==> src/rtl/pipelined_cla_adder.sv <==
// Pipelined carry-lookahead add/subtract with valid/ready on both sides.
// Group slices are spread over NUM_STAGES register stages, LSB slice first.
module pipelined_cla_adder #(
    parameter int WIDTH      = 16,
    parameter int GROUP_W    = 4,
    parameter int NUM_STAGES = 2
) (
    input  logic             i_clk,
    input  logic             i_rst,
    input  logic             i_valid,
    output logic             o_ready,
    input  logic [WIDTH-1:0] i_add1,
    input  logic [WIDTH-1:0] i_add2,
    input  logic             i_cin,
    input  logic             i_sub,
    output logic             o_valid,
    input  logic             i_ready,
    output logic [WIDTH:0]   o_result,
    output logic             o_overflow
);
    localparam int NG    = WIDTH / GROUP_W;
    localparam int BASE  = NG / NUM_STAGES;
    localparam int EXTRA = NG % NUM_STAGES;
    localparam int LAST  = NUM_STAGES - 1;

    // Lower slices absorb the remainder groups, one each.
    function automatic int slice_n(input int k);
        return BASE + ((k < EXTRA) ? 1 : 0);
    endfunction

    function automatic int slice_lo(input int k);
        return k * BASE + ((k < EXTRA) ? k : EXTRA);
    endfunction

    logic en;

    for (genvar gi = 0; gi < NUM_STAGES; gi++) begin : g_stage
        localparam int GN  = slice_n(gi);
        localparam int BLO = slice_lo(gi) * GROUP_W;
        localparam int SW  = GN * GROUP_W;
        localparam int BHI = BLO + SW;
        localparam int RW  = WIDTH - BLO;

        logic [RW-1:0]  a_in;
        logic [RW-1:0]  b_in;
        logic           c_in;
        logic           v_in;
        logic [SW-1:0]  bit_g;
        logic [SW-1:0]  bit_p;
        logic [SW-1:0]  bit_c;
        logic [GN-1:0]  grp_g;
        logic [GN-1:0]  grp_p;
        logic [GN:0]    grp_c;
        logic           prod;
        logic           acc;
        logic [SW-1:0]  new_sum;
        logic [BHI-1:0] s_d;
        logic [BHI-1:0] s_q;
        logic           c_d;
        logic           c_q;
        logic           v_q;

        if (gi == 0) begin : g_in
            assign a_in = i_add1;
            assign b_in = i_sub ? ~i_add2 : i_add2;
            assign c_in = i_sub | i_cin;
            assign v_in = i_valid;
            assign s_d  = new_sum;
        end else begin : g_in
            assign a_in = g_stage[gi-1].g_fwd.a_q;
            assign b_in = g_stage[gi-1].g_fwd.b_q;
            assign c_in = g_stage[gi-1].c_q;
            assign v_in = g_stage[gi-1].v_q;
            assign s_d  = {new_sum, g_stage[gi-1].s_q};
        end

        always_comb begin
            bit_g = a_in[SW-1:0] & b_in[SW-1:0];
            bit_p = a_in[SW-1:0] ^ b_in[SW-1:0];
            grp_g = '0;
            grp_p = '1;
            for (int j = 0; j < GN; j++) begin
                for (int i = 0; i < GROUP_W; i++) begin
                    grp_g[j] = bit_g[j*GROUP_W+i] | (bit_p[j*GROUP_W+i] & grp_g[j]);
                    grp_p[j] = grp_p[j] & bit_p[j*GROUP_W+i];
                end
            end
            // Each group carry is a flat sum of products over the slice.
            grp_c    = '0;
            grp_c[0] = c_in;
            prod     = 1'b0;
            acc      = 1'b0;
            for (int j = 0; j < GN; j++) begin
                prod = c_in;
                for (int m = 0; m <= j; m++) prod = prod & grp_p[m];
                acc = prod;
                for (int i = 0; i <= j; i++) begin
                    prod = grp_g[i];
                    for (int m = i + 1; m <= j; m++) prod = prod & grp_p[m];
                    acc = acc | prod;
                end
                grp_c[j+1] = acc;
            end
            bit_c = '0;
            for (int j = 0; j < GN; j++) begin
                bit_c[j*GROUP_W] = grp_c[j];
                for (int i = 1; i < GROUP_W; i++) begin
                    bit_c[j*GROUP_W+i] = bit_g[j*GROUP_W+i-1]
                                       | (bit_p[j*GROUP_W+i-1] & bit_c[j*GROUP_W+i-1]);
                end
            end
            new_sum = bit_p ^ bit_c;
        end

        assign c_d = grp_c[GN];

        always_ff @(posedge i_clk) begin
            if (i_rst) begin
                s_q <= '0;
                c_q <= 1'b0;
                v_q <= 1'b0;
            end else if (en) begin
                s_q <= s_d;
                c_q <= c_d;
                v_q <= v_in;
            end
        end

        if (gi < LAST) begin : g_fwd
            // Only operand bits belonging to later slices travel on.
            logic [RW-SW-1:0] a_q;
            logic [RW-SW-1:0] b_q;
            always_ff @(posedge i_clk) begin
                if (i_rst) begin
                    a_q <= '0;
                    b_q <= '0;
                end else if (en) begin
                    a_q <= a_in[RW-1:SW];
                    b_q <= b_in[RW-1:SW];
                end
            end
        end else begin : g_last
            logic ovf_d;
            logic ovf_q;
            assign ovf_d = (a_in[RW-1] == b_in[RW-1]) && (new_sum[SW-1] != a_in[RW-1]);
            always_ff @(posedge i_clk) begin
                if (i_rst)   ovf_q <= 1'b0;
                else if (en) ovf_q <= ovf_d;
            end
        end
    end

    assign en         = i_ready || !g_stage[LAST].v_q;
    assign o_ready    = en;
    assign o_valid    = g_stage[LAST].v_q;
    assign o_result   = {g_stage[LAST].c_q, g_stage[LAST].s_q};
    assign o_overflow = g_stage[LAST].g_last.ovf_q;

endmodule

==> config.mk <==
export PLATFORM = sky130hd
export DESIGN_NAME = pipelined_cla_adder
export DESIGN_NICKNAME = d
export VERILOG_FILES = /design/src/rtl/pipelined_cla_adder.sv
export SDC_FILE = /design/constraint.sdc
export NUM_CORES = 1
export LEC_CHECK = 0
export CAP_MARGIN = 20
export CELL_PAD_IN_SITES_DETAIL_PLACEMENT = 1
export CELL_PAD_IN_SITES_GLOBAL_PLACEMENT = 1
export CORE_UTILIZATION = 45
export DETAILED_ROUTE_END_ITERATION = 8
export DONT_BUFFER_PORTS = 1
export PLACE_DENSITY = 0.73
export SLEW_MARGIN = 30
export SYNTH_ARGS = -nofsm -noshare
export SYNTH_HDL_FRONTEND = slang
export SYNTH_SLANG_ARGS = --single-unit
==> constraint.sdc <==
create_clock -name i_clk -period 3.5 [get_ports i_clk]
set_input_delay 0.525 -clock i_clk [delete_from_list [all_inputs] [get_ports i_clk]]
set_output_delay 0.525 -clock i_clk [all_outputs]
set_load 0.05 [all_outputs]
Yosys cells after proc, flatten, opt, wreduce, memory -nomap -nowiden
Index checks and enable logic that the tools add are counted.
- register bits: 45
- bits of input ports: 38
- word-level logic and storage cells: 95
- muxes and demuxes: 1
- equality and inequality tests: 2
- bitwise gates (word level): 80
- reductions and logical operators: 3
- operators with widths (operator ; number):
    $and 1x1->1 ; 42
    $xor 8x8->8 ; 4
    $or 1x1->1 ; 31
    $and 8x8->8 ; 2
    $mux 16 ; 1
    $not 16->16 ; 1
    $eq 1x1->1 ; 1
    $logic_and 1x1->1 ; 1
    $logic_not 1->1 ; 1
    $logic_or 1x1->1 ; 1
    $ne 1x1->1 ; 1

Depth between registers and ports, before layout
Gate-level depths: netlist of the first run.
- word-level depth: 17
- mapped depth: 13
- gate-level depth less buffers: 11

Worst setup path after synthesis of the first run
OpenSTA, ideal clock, no wires.
- path kind: input-to-reg
- start point: input port i_sub
- end point: register g_stage[0].s_q[7]
- data required time: 3.428 ns
- setup slack: 0.409 ns
- data arrival time: 3.019 ns
- stages: 13
- buffers on the path: 2
- path through: buf_4 buf_6 xor2_1 ha_1 o211ai_2 a21oi_2 nor2_1 fa_1 fa_1 fa_1 xnor2_1 nand2_1 a21oi_1
- cells in the longest elaborated chain, start to end: 16
- RTL lines (item ; line ; RTL):
    from (decl) ; 15 ; input logic i_sub,
    $mux 16 ; 65 ; assign b_in = i_sub ? ~i_add2 : i_add2;
    $xor 8x8->8 / $and 8x8->8 (equally long branches) ; 79, 78 ;
    $and 1x1->1 ; 84 ; grp_g[j] = bit_g[j*GROUP_W+i] | (bit_p[j*GROUP_W+i] & grp_g[j]);
    $or 1x1->1 ; 84 ;
    $and 1x1->1 ; 84 ;
    $or 1x1->1 ; 84 ;
    $and 1x1->1 ; 84 ;
    $or 1x1->1 ; 84 ;
    $or 1x1->1 ; 100 ; acc = acc | prod;
    $and 1x1->1 ; 109 ; | (bit_p[j*GROUP_W+i-1] & bit_c[j*GROUP_W+i-1]);
    $or 1x1->1 ; 109 ;
    $and 1x1->1 ; 109 ;
    $or 1x1->1 ; 109 ;
    $and 1x1->1 ; 109 ;
    $or 1x1->1 ; 109 ;
    $xor 8x8->8 * ; 112 ; new_sum = bit_p ^ bit_c;
    to (signal assigned) ; 119 ; s_q <= '0;
    to (signal assigned) ; 123 ; s_q <= s_d;
    to (decl) ; 58 ; logic [BHI-1:0] s_q;
Every way passes the cells marked *; elsewhere a longest branch is shown, timed or not.
A chain may end at the register's enable or synchronous reset.

Final worst setup path of the first run
- start point: register g_stage[0].g_fwd.a_q[0]
- end point: register g_stage[1].g_last.ovf_q, in the netlist o_overflow
- cells in the longest elaborated chain, start to end: 17
- RTL lines (item ; line ; RTL):
    from (decl) ; 131 ; logic [RW-SW-1:0] a_q;
    from (signal assigned) ; 138 ; a_q <= a_in[RW-1:SW];
    $and 8x8->8 ; 78 ; bit_g = a_in[SW-1:0] & b_in[SW-1:0];
    $and 1x1->1 ; 84 ;
    $or 1x1->1 ; 84 ;
    $and 1x1->1 ; 84 ;
    $or 1x1->1 ; 84 ;
    $and 1x1->1 ; 84 ;
    $or 1x1->1 ; 84 ;
    $or 1x1->1 * ; 100 ;
    $and 1x1->1 * ; 109 ;
    $or 1x1->1 * ; 109 ;
    $and 1x1->1 * ; 109 ;
    $or 1x1->1 * ; 109 ;
    $and 1x1->1 * ; 109 ;
    $or 1x1->1 * ; 109 ;
    $xor 8x8->8 * ; 112 ;
    $ne 1x1->1 * ; 145 ; assign ovf_d = (a_in[RW-1] == b_in[RW-1]) && (new_sum[SW-1] != a_in[RW-1]);
    $logic_and 1x1->1 * ; 145 ;
    to (signal assigned) ; 148 ; else if (en) ovf_q <= ovf_d;
    to (decl) ; 144 ; logic ovf_q;
Marks and branches as above.

==> impl_metrics.json, run 1 <==
{
  "ys_ff_latch": 45,
  "cp_num_buf_inv": 0,
  "grt_pass1_vias": 1846,
  "cp_cell_sequence": "ha_1, a21oi_1, o22ai_1, or2_2, fa_1, fa_1, fa_1, xnor2_1, nor3_1, a21oi_1, nor2_1",
  "cp_max_fo": 3,
  "final_nets": 326,
  "whs_ns": 0.279,
  "hp-class": "in -> reg",
  "wl_per_cell_um": 14.9,
  "dp_cells": 323,
  "required_ns": 3.74,
  "seqCellArea_um2": 901,
  "fp.dieH_um": 76.1,
  "htreeDepth": 2,
  "fin_ws_ns": 0.538,
  "area_growth_syn_to_layout_pct": 2.84,
  "utilization": 0.488,
  "hold_viol_final": 0,
  "layout.cells.non_filler": 331,
  "p_per_area_nw_per_um2": 497,
  "leakage_nw": 1.10,
  "ctsHoldBuffers": 0,
  "fill_cells": 626,
  "routed_via_density": 5.22,
  "fp.dieW_um": 76.1,
  "placed_cell_area_um2": 2440,
  "dieArea_um2": 5790,
  "switching_share": 0.326,
  "multi_input_area_um2": 1370,
  "cpPeakStageDelay_ns": 0.44,
  "finalMaxSlewViolations": 0,
  "cts_sinks": 45,
  "fin_crit_ns": 2.96,
  "grt_pass1_wl_um": 8600,
  "syn-num-nets": 336,
  "p_int_mw": 0.851,
  "status": "completed",
  "cts.reportedPaths.clkPinSlew_ns": 0.08,
  "dp_slack_ns": 0.540,
  "placementRows": 26,
  "grt-ovfl-total": 0,
  "seqPwrFrac": 0.550,
  "worst_pin_slew_ns": 0.728,
  "drt_iter0_markers": 85,
  "fin_skew_ns": 0.00511,
  "antenna_cells": 0,
  "post-cts-setup-buffer-count": 0,
  "layout_common_cells": "nand2_1 (49), dfxtp_1 (45), a21oi_1 (29), nor2_1 (24), inv_1 (19)",
  "cpMostUsedCell": "fa_1",
  "io_pins": 58,
  "finalSetupTns_ns": 0,
  "clk_latency_ns": 0.30,
  "p_comb_frac": 0.169,
  "synth_cell_types": 31,
  "layout_commonest_cell": "nand2_1",
  "track_usage": 0.187,
  "gp_congestion": 0.736,
  "synth_area_um2": 2470,
  "syn-mean-instance-area_um2": 9.15,
  "drc": 0,
  "cts_tree": "yes",
  "initial_core_util": 0.475,
  "p_clk_frac": 0.281,
  "critPathArrivalTime_ns": 3.21,
  "finalWirelength_um": 4920,
  "drtPass1Iterations": 4,
  "finalCritPeriodShare": 0.846,
  "end_kind": "register",
  "ir_drop_uv": 194,
  "drive_gt1_frac": 0.0920,
  "syn_inst": 270,
  "cts_root_buffer": "clkbuf_8",
  "setup_viol": 0,
  "ys_seq_area_frac": 0.365,
  "crit_path_top_delay_cell": "fa_1",
  "start_kind": "register",
  "maxCapViolations": 0,
  "vias": 1729,
  "numCtsBuffers": 5,
  "cpLargestDelayFamily": "adder cells",
  "ant_nets": 0,
  "port_buffers": 0,
  "grt_max_degree": 59,
  "clockBufferDepth": 2,
  "relSlewSlack": 0.515,
  "yosys_warnings": 0,
  "switching_power_mw": 0.412,
  "fmax_ghz": 0.338,
  "power_mw": 1.26,
  "antenna_found_initial": 0,
  "coreArea_um2": 5200,
  "hpwl_um": 3520,
  "cts_repair_resize_count": 0,
  "rsz0062_at_grt": "no",
  "worstSetupPathType": "reg -> reg",
  "design_area_um2": 2540
}
==> state kept, by name, summed over array words and instances, names as in the netlist <==
register / cells
o_valid: 1
o_overflow: 1
g_stage.v_q: 1
g_stage.s_q: 24
g_stage.g_fwd.b_q: 8
g_stage.g_fwd.a_q: 8
g_stage.c_q: 2
==> cells by family (layout without fill, tap and decap cells) <==
family | count (synthesis) | in the layout | share of synthesized area
AO/OA/AOI/OAI | 59 | 59 | 0.172
XOR/XNOR | 21 | 21 | 0.0744
adder cells (fa/ha/maj) | 28 | 28 | 0.178
buffers and inverters | 38 | 29 | 0.0825
flip-flops | 45 | 45 | 0.365
AND/OR/NAND/NOR | 79 | 79 | 0.129
==> layer usage <==
layer,global-route usage,share of wire,vias up
met5,0,0,-
li1,-,-,860
met1,0.224,0.43,815
met3,0.0731,0.080,6
met4,0.0577,0.015,0
met2,0.308,0.47,48
==> synthesized netlist by cell type, drive strengths merged <==
master   n  area (um^2)
nand2   49          184
dfxtp   45          901
a21oi   30          154
nor2    24         90.1
inv     20         77.6
a211oi  19          188
ha      16          200
buf     15          115
fa      12          240
xnor2   12          105
xor2     9         78.8
a21o     3         22.5
clkbuf   3         11.3
nand3    2         10.0
o211ai   2         20.0
o21ai    2         10.0
a221oi   1         15.0
and4     1         8.76
nor2b    1         13.8
nor3     1         5.00
o22ai    1         6.26
o311ai   1         8.76
or2      1         6.26
==> worst paths after layout <==
check	depth (start not counted)	endpoint	slack [ns]	startpoint
setup / recovery	11	o_overflow$_SDFFE_PP0P_	0.54	g_stage[0].g_fwd.a_q[0]$_SDFFE_PP0P_
hold / removal	1	g_stage[0].g_fwd.b_q[5]$_SDFFE_PP0P_	0.28	i_rst
setup reg to reg	11	o_overflow$_SDFFE_PP0P_	0.54	g_stage[0].g_fwd.a_q[0]$_SDFFE_PP0P_
hold reg to reg	2	g_stage[0].s_q[3]$_SDFFE_PP0P_	0.45	g_stage[0].s_q[3]$_SDFFE_PP0P_
==> worst reg2reg max path, delay by kind of cell, from the launching register on <==
kind / cells / cell delay [ns]
compound gates: 3 / 0.35
flops: 1 / 0.33
simple gates: 3 / 0.54
xor+xnor: 1 / 0.15
fa+ha+maj: 4 / 1.54
==> cell type report <==
cell class | instances | area share
Sequential cell | 45 | 0.355
Tap cell | 70 | 0.0345
Timing Repair Buffer | 1 | 0.00295
Multi-Input combinational cell | 187 | 0.538
Inverter | 20 | 0.0305
Clock buffer | 7 | 0.0379
Clock inverter | 1 | 0.00197
==> power by group through the flow <==
| stage | logic, mW | clock network (mW) | registers [mW] |
|---|---|---|---|
| 2_1_floorplan | 0.198 | 0 | 0.695 |
| 3_3_place_gp | 0.204 | 0 | 0.706 |
| 3_5_place_dp | 0.215 | 0 | 0.708 |
| 4_1_cts | 0.218 | 0.368 | 0.696 |
| 5_1_grt | 0.249 | 0.397 | 0.705 |
| 6_report | 0.213 | 0.355 | 0.695 |
(Power assumes the default switching activity.)
==> run 2, diff against run 1 <==
- CORE_UTILIZATION: 45 -> 42
- PLACE_DENSITY: 0.73 -> 0.71
- clock period: 3.5 -> 2.5 ns (I/O delays scaled with it)
==> run 2 against run 1 <==
  * Power grew 53%
  * The run now ends with setup timing left
  * Cell count grew 4.5%
  * Via count grew 1.4%
  * Hold slack lost 0.16 ns
  * Fmax grew 11%
  * Routed wire length grew 6.9%
  * Clock skew grew 0.0056 ns
  * Die area grew 6.9%
  * Critical endpoint is now g_stage[1].s_q[15]$_SDFFE_PP0P_
==> impl_metrics.json, run 2 (synthesis gave the netlist of run 1 again) <==
{
  "rsz0062_at_grt": "yes",
  "initial_core_util": 0.443,
  "dieArea_um2": 6190,
  "r2r_slack_ns": -0.18,
  "cts_tree": "yes",
  "antenna_cells": 0,
  "worst_pin_slew_ns": 0.715,
  "hold_viol_final": 0,
  "relSlewSlack": 0.523,
  "grt_max_degree": 59,
  "fin_crit_ns": 2.68,
  "layout_commonest_cell": "nand2_1",
  "critPathArrivalTime_ns": 2.90,
  "grt_pass1_vias": 1858,
  "top_layer_used": "met4",
  "status": "finished, violations left",
  "wl_per_cell_um": 15.2,
  "fp.dieH_um": 78.7,
  "finalWirelength_um": 5260,
  "required_ns": 2.73,
  "final_nets": 339,
  "cts.reportedPaths.clkPinSlew_ns": 0.09,
  "maxCapViolations": 0,
  "finalCritPeriodShare": 1.07,
  "fin_ws_ns": -0.175,
  "wl_met1_um": 2450,
  "dp_slack_ns": -0.297,
  "vias": 1754,
  "drtPass1Iterations": 4,
  "finalMaxSlewViolations": 0,
  "area_growth_syn_to_layout_pct": 13.2,
  "clk_latency_ns": 0.30,
  "cp_max_fo": 2,
  "worstSetupPathType": "reg -> reg",
  "start_kind": "register",
  "track_usage": 0.188,
  "fin_skew_ns": 0.0107,
  "r2r_start": "g_stage[0].g_fwd.b_q[0]$_SDFFE_PP0P_",
  "gp_congestion": 0.764,
  "numCtsBuffers": 5,
  "hp-class": "in -> reg",
  "hold_start": "i_rst",
  "fmax_ghz": 0.374,
  "htreeDepth": 2,
  "fp.dieW_um": 78.7,
  "hpwl_um": 3750,
  "regMostFlops": "g_stage.s_q",
  "io_pins": 58,
  "p_per_area_nw_per_um2": 693,
  "leakage_nw": 1.18,
  "setup_viol": 3,
  "rr_worst_depth": 10,
  "largest_reg_flops": 24,
  "clockBufferDepth": 2,
  "violations": "setup timing",
  "hold_end": "g_stage[0].g_fwd.b_q[2]$_SDFFE_PP0P_",
  "routed-wl-met3_um": 290,
  "end_kind": "register",
  "drive_gt1_frac": 0.219,
  "finalSetupTns_ns": -0.364,
  "antenna_found_initial": 0,
  "port_buffers": 0,
  "drc": 0,
  "cts_sinks": 45,
  "top_regs": "g_stage.s_q (24), g_stage.g_fwd.a_q (8), g_stage.g_fwd.b_q (8)",
  "ctsHoldBuffers": 0,
  "placementRows": 27,
  "ant_nets": 0,
  "grt_pass1_wl_um": 8960,
  "coreArea_um2": 5570,
  "drt_iter0_markers": 62,
  "layout_common_cells": "nand2_1 (49), dfxtp_1 (41), a21oi_1 (25), nor2_1 (24), inv_1 (19)",
  "hold-path-cell-count": 1,
  "power_mw": 1.94,
  "r2r_end": "g_stage[1].s_q[15]$_SDFFE_PP0P_",
  "grt-ovfl-total": 0,
  "wl_met2_um": 2460,
  "critPathLaunch": "g_stage[0].g_fwd.b_q[0]$_SDFFE_PP0P_",
  "ir_drop_uv": 269,
  "cts_root_buffer": "clkbuf_8",
  "routed_via_density": 5.07
}
==> run 2: cell types whose count changed in the layout (fill, tap and decap cells not counted), sizes merged <==
cell,previous run,this run
clkinv,1,0
buf,1,14
bufinv,0,1
==> run 2: worst max-delay path by stage <==
stage          slack, ns  depth (start not counted)                         endpoint
2_1_floorplan      -0.33                         13   g_stage[0].s_q[7]$_SDFFE_PP0P_
3_3_place_gp       -0.24                         10  g_stage[1].s_q[15]$_SDFFE_PP0P_
3_5_place_dp       -0.30                         10  g_stage[1].s_q[15]$_SDFFE_PP0P_
4_1_cts            -0.15                         10  g_stage[1].s_q[15]$_SDFFE_PP0P_
5_1_grt            -0.28                         10  g_stage[1].s_q[15]$_SDFFE_PP0P_
6_report           -0.18                         10  g_stage[1].s_q[15]$_SDFFE_PP0P_
==> run 2: routing by layer <==
metal  GRT usage  vias up
met3      0.0517        5
met4      0.0611        0
met5           0        -
li1            -      887
met2       0.298       39
met1       0.246      823
==> run 2: power by group <==
group / leakage [nW] / internal [mW] / switching [mW] / total (mW)
registers: 0.374 / 0.799 / 0.173 / 0.972
clock network: 0.0585 / 0.326 / 0.249 / 0.575
logic: 0.745 / 0.199 / 0.192 / 0.390
==> run 2: cell type report <==
cell class              instances  area [um^2]
clock inverters                 1         30.0
inverters                      20         77.6
fillers                       636         2780
repair buffers                 14          109
flip-flops and latches         45          906
clock buffers                   7         86.3
multi-input cells             187         1500
well taps                      72         90.1
==> run 2: repair_timing <==
| item | CTS | global route |
|---|---|---|
| gates resized for setup | 9 | 4 |
| setup buffers | 2 | 0 |
| setup endpoints to repair | 3 | 4 |
| gates cloned | 0 | 0 |
| pin swaps | 9 | 4 |
==> run 2: metrics by stage <==
| stage | utilization | std cells | hold slack (ns) | area (um^2) |
|---|---|---|---|---|
| finish | 0.502 | 346 | 0.122 | 2800 |
| global route | 0.502 | 346 | 0.0996 | 2800 |
| CTS | 0.496 | 346 | 0.107 | 2770 |
| detailed placement | 0.463 | 336 | 0.439 | 2580 |
| global placement | 0.463 | 336 | 0.433 | 2580 |
| floorplan | - | 270 | 0.432 | 2550 |
==> run 2: critical path, stage by stage (launching register included) <==
cell and delay, ns:
dfxtp_2 0.34, ha_4 0.25, a21oi_4 0.15, o22ai_2 0.09
or2_4 0.24, fa_2 0.35, fa_2 0.36, fa_2 0.38
buf_6 0.13, xnor2_2 0.13, a211oi_2 0.20
==> patch (settings of run 1) <==
Make the reset (`i_rst`) asynchronous in 3 clocked blocks.
--- a/src/rtl/pipelined_cla_adder.sv
+++ b/src/rtl/pipelined_cla_adder.sv
@@ -115,5 +115,5 @@
         assign c_d = grp_c[GN];
 
-        always_ff @(posedge i_clk) begin
+        always_ff @(posedge i_clk or posedge i_rst) begin
             if (i_rst) begin
                 s_q <= '0;
@@ -131,5 +131,5 @@
             logic [RW-SW-1:0] a_q;
             logic [RW-SW-1:0] b_q;
-            always_ff @(posedge i_clk) begin
+            always_ff @(posedge i_clk or posedge i_rst) begin
                 if (i_rst) begin
                     a_q <= '0;
@@ -144,5 +144,5 @@
             logic ovf_q;
             assign ovf_d = (a_in[RW-1] == b_in[RW-1]) && (new_sum[SW-1] != a_in[RW-1]);
-            always_ff @(posedge i_clk) begin
+            always_ff @(posedge i_clk or posedge i_rst) begin
                 if (i_rst)   ovf_q <= 1'b0;
                 else if (en) ovf_q <= ovf_d;
Behaviour: differs if i_rst is asserted again (counterexample within 4 cycles, from zero or initial values and one cycle with i_rst high); with i_rst held inactive, the same outputs for 10 cycles.
==> patch against run 1 <==
Wire length decreased by 3.4%. Largest power group unchanged. Synthesized cell count decreased by 3.7%. Sequential power increased by 55%. Power increased by 45%. Cell area increased by 3.8%. Synthesized area increased by 1.4%. Sequential cell count unchanged. Clock power decreased by 1%. Final cell count decreased by 1.2%. Setup slack improved by 0.050 ns. Maximum frequency increased by 1.7%. Combinational power increased by 91%.
==> patch: results <==
group,metric,value,unit
global_routing,met3_usage,5.868,%
route,drt-total-wl,4.751,mm
place,hpwlAfterDp,3.638,mm
global_routing,grt_usage,18.43,%
yosys,async_flop_share,100.0,%
yosys,post_synth_num_cell_types,25,
yosys,yosysSeqAreaShare,44.96,%
global_routing,grt_pass1_vias,1802,
route,viasPerCell,5.012,
critical_path,crit_fanout,2,
power,ir_worst_vdd,237.3,uV
global_routing,grt_pass1_wl,8.445,mm
global_routing,use_met2,27.03,%
yosys,synthAdderAreaFrac,17.58,%
route,wl_per_cell,14.53,um
final_layout,drive_above_1_share,5.447,%
global_routing,grt_max_degree,46,
sta,worst_hold_slack,0.2345,ns
yosys,syn_nets,326,
final_layout,fin_nets,322,
critical_path,cpPeakStageDelay,0.42,ns
worst_hold_path,hold_class,"in2async",
sta,maxSlewHeadroom,46.81,%
critical_path,startpoint,"g_stage[0].g_fwd.a_q[0]$_DFFE_PP0P_",
critical_path,reg2reg_setup_slack,0.59,ns
outcome,status,"finished, final reports clean",
route,drtIter0Drc,62,
[patch: changes by cell type after synthesis, moves of 2 or more]
| cell | delta |
|---|---|
| o31ai_1 | +2 |
| a211oi_1 | -9 |
| clkbuf_1 | +2 |
| a211oi_2 | -9 |
| dfrtp_1 | +45 |
| xor2_1 | +2 |
| nor2_1 | -13 |
| a21oi_1 | -16 |
| buf_6 | -4 |
| nand2_1 | +31 |
| dfxtp_1 | -45 |
| xnor2_1 | -2 |
| o21ai_0 | +15 |
[patch: per-stage QoR]
step                      worst slack (ns)  total power, W
after CTS                           0.5725        0.001860
after detailed placement            0.5617        0.001506
final                               0.5874        0.001834
after floorplan                     0.4054        0.001397
after global routing                0.3859        0.001968
after global placement              0.6327        0.001482
[patch: area by class of cell]
type	instances	area, um^2
fillers	587	2600
multi-input cells	183	1235
repair buffers	2	15.01
inverters	19	72.57
flip-flops and latches	45	1126
clock buffers	7	96.34
well taps	70	87.58
clock inverters	1	5.005
[patch: layer usage]
layer | wire [um] | part of all wire (%)
met1 | 2349 | 49
met2 | 2019 | 42
met3 | 310 | 6.5
met4 | 71 | 1.5
met5 | 0 | 0
[patch: worst max-delay path: cells and delay by family (launching register included)]
kind,cells,cell delay (ns)
adder cells (fa/ha/maj),4,1.48
AO/OA/AOI/OAI,4,0.80
flip-flops,1,0.38
XOR/XNOR,1,0.15
[patch: cell families (layout without fill, tap and decap cells)]
group	Yosys count	after routing
AOI/OAI and AO/OA	38	38
xor gates and xnor gates	21	21
adders and majority gates	28	28
buffers and inverters	32	29
DFF	45	45
and+or+nand+nor	96	96
[patch: report_power, final]
part	internal, W	total [W]	switching [W]
Combinational	0.000177	0.000407	0.000229
Clock	0.000179	0.000350	0.000171
Sequential	0.000660	0.00108	0.000418
Total	0.00102	0.00183	0.000818
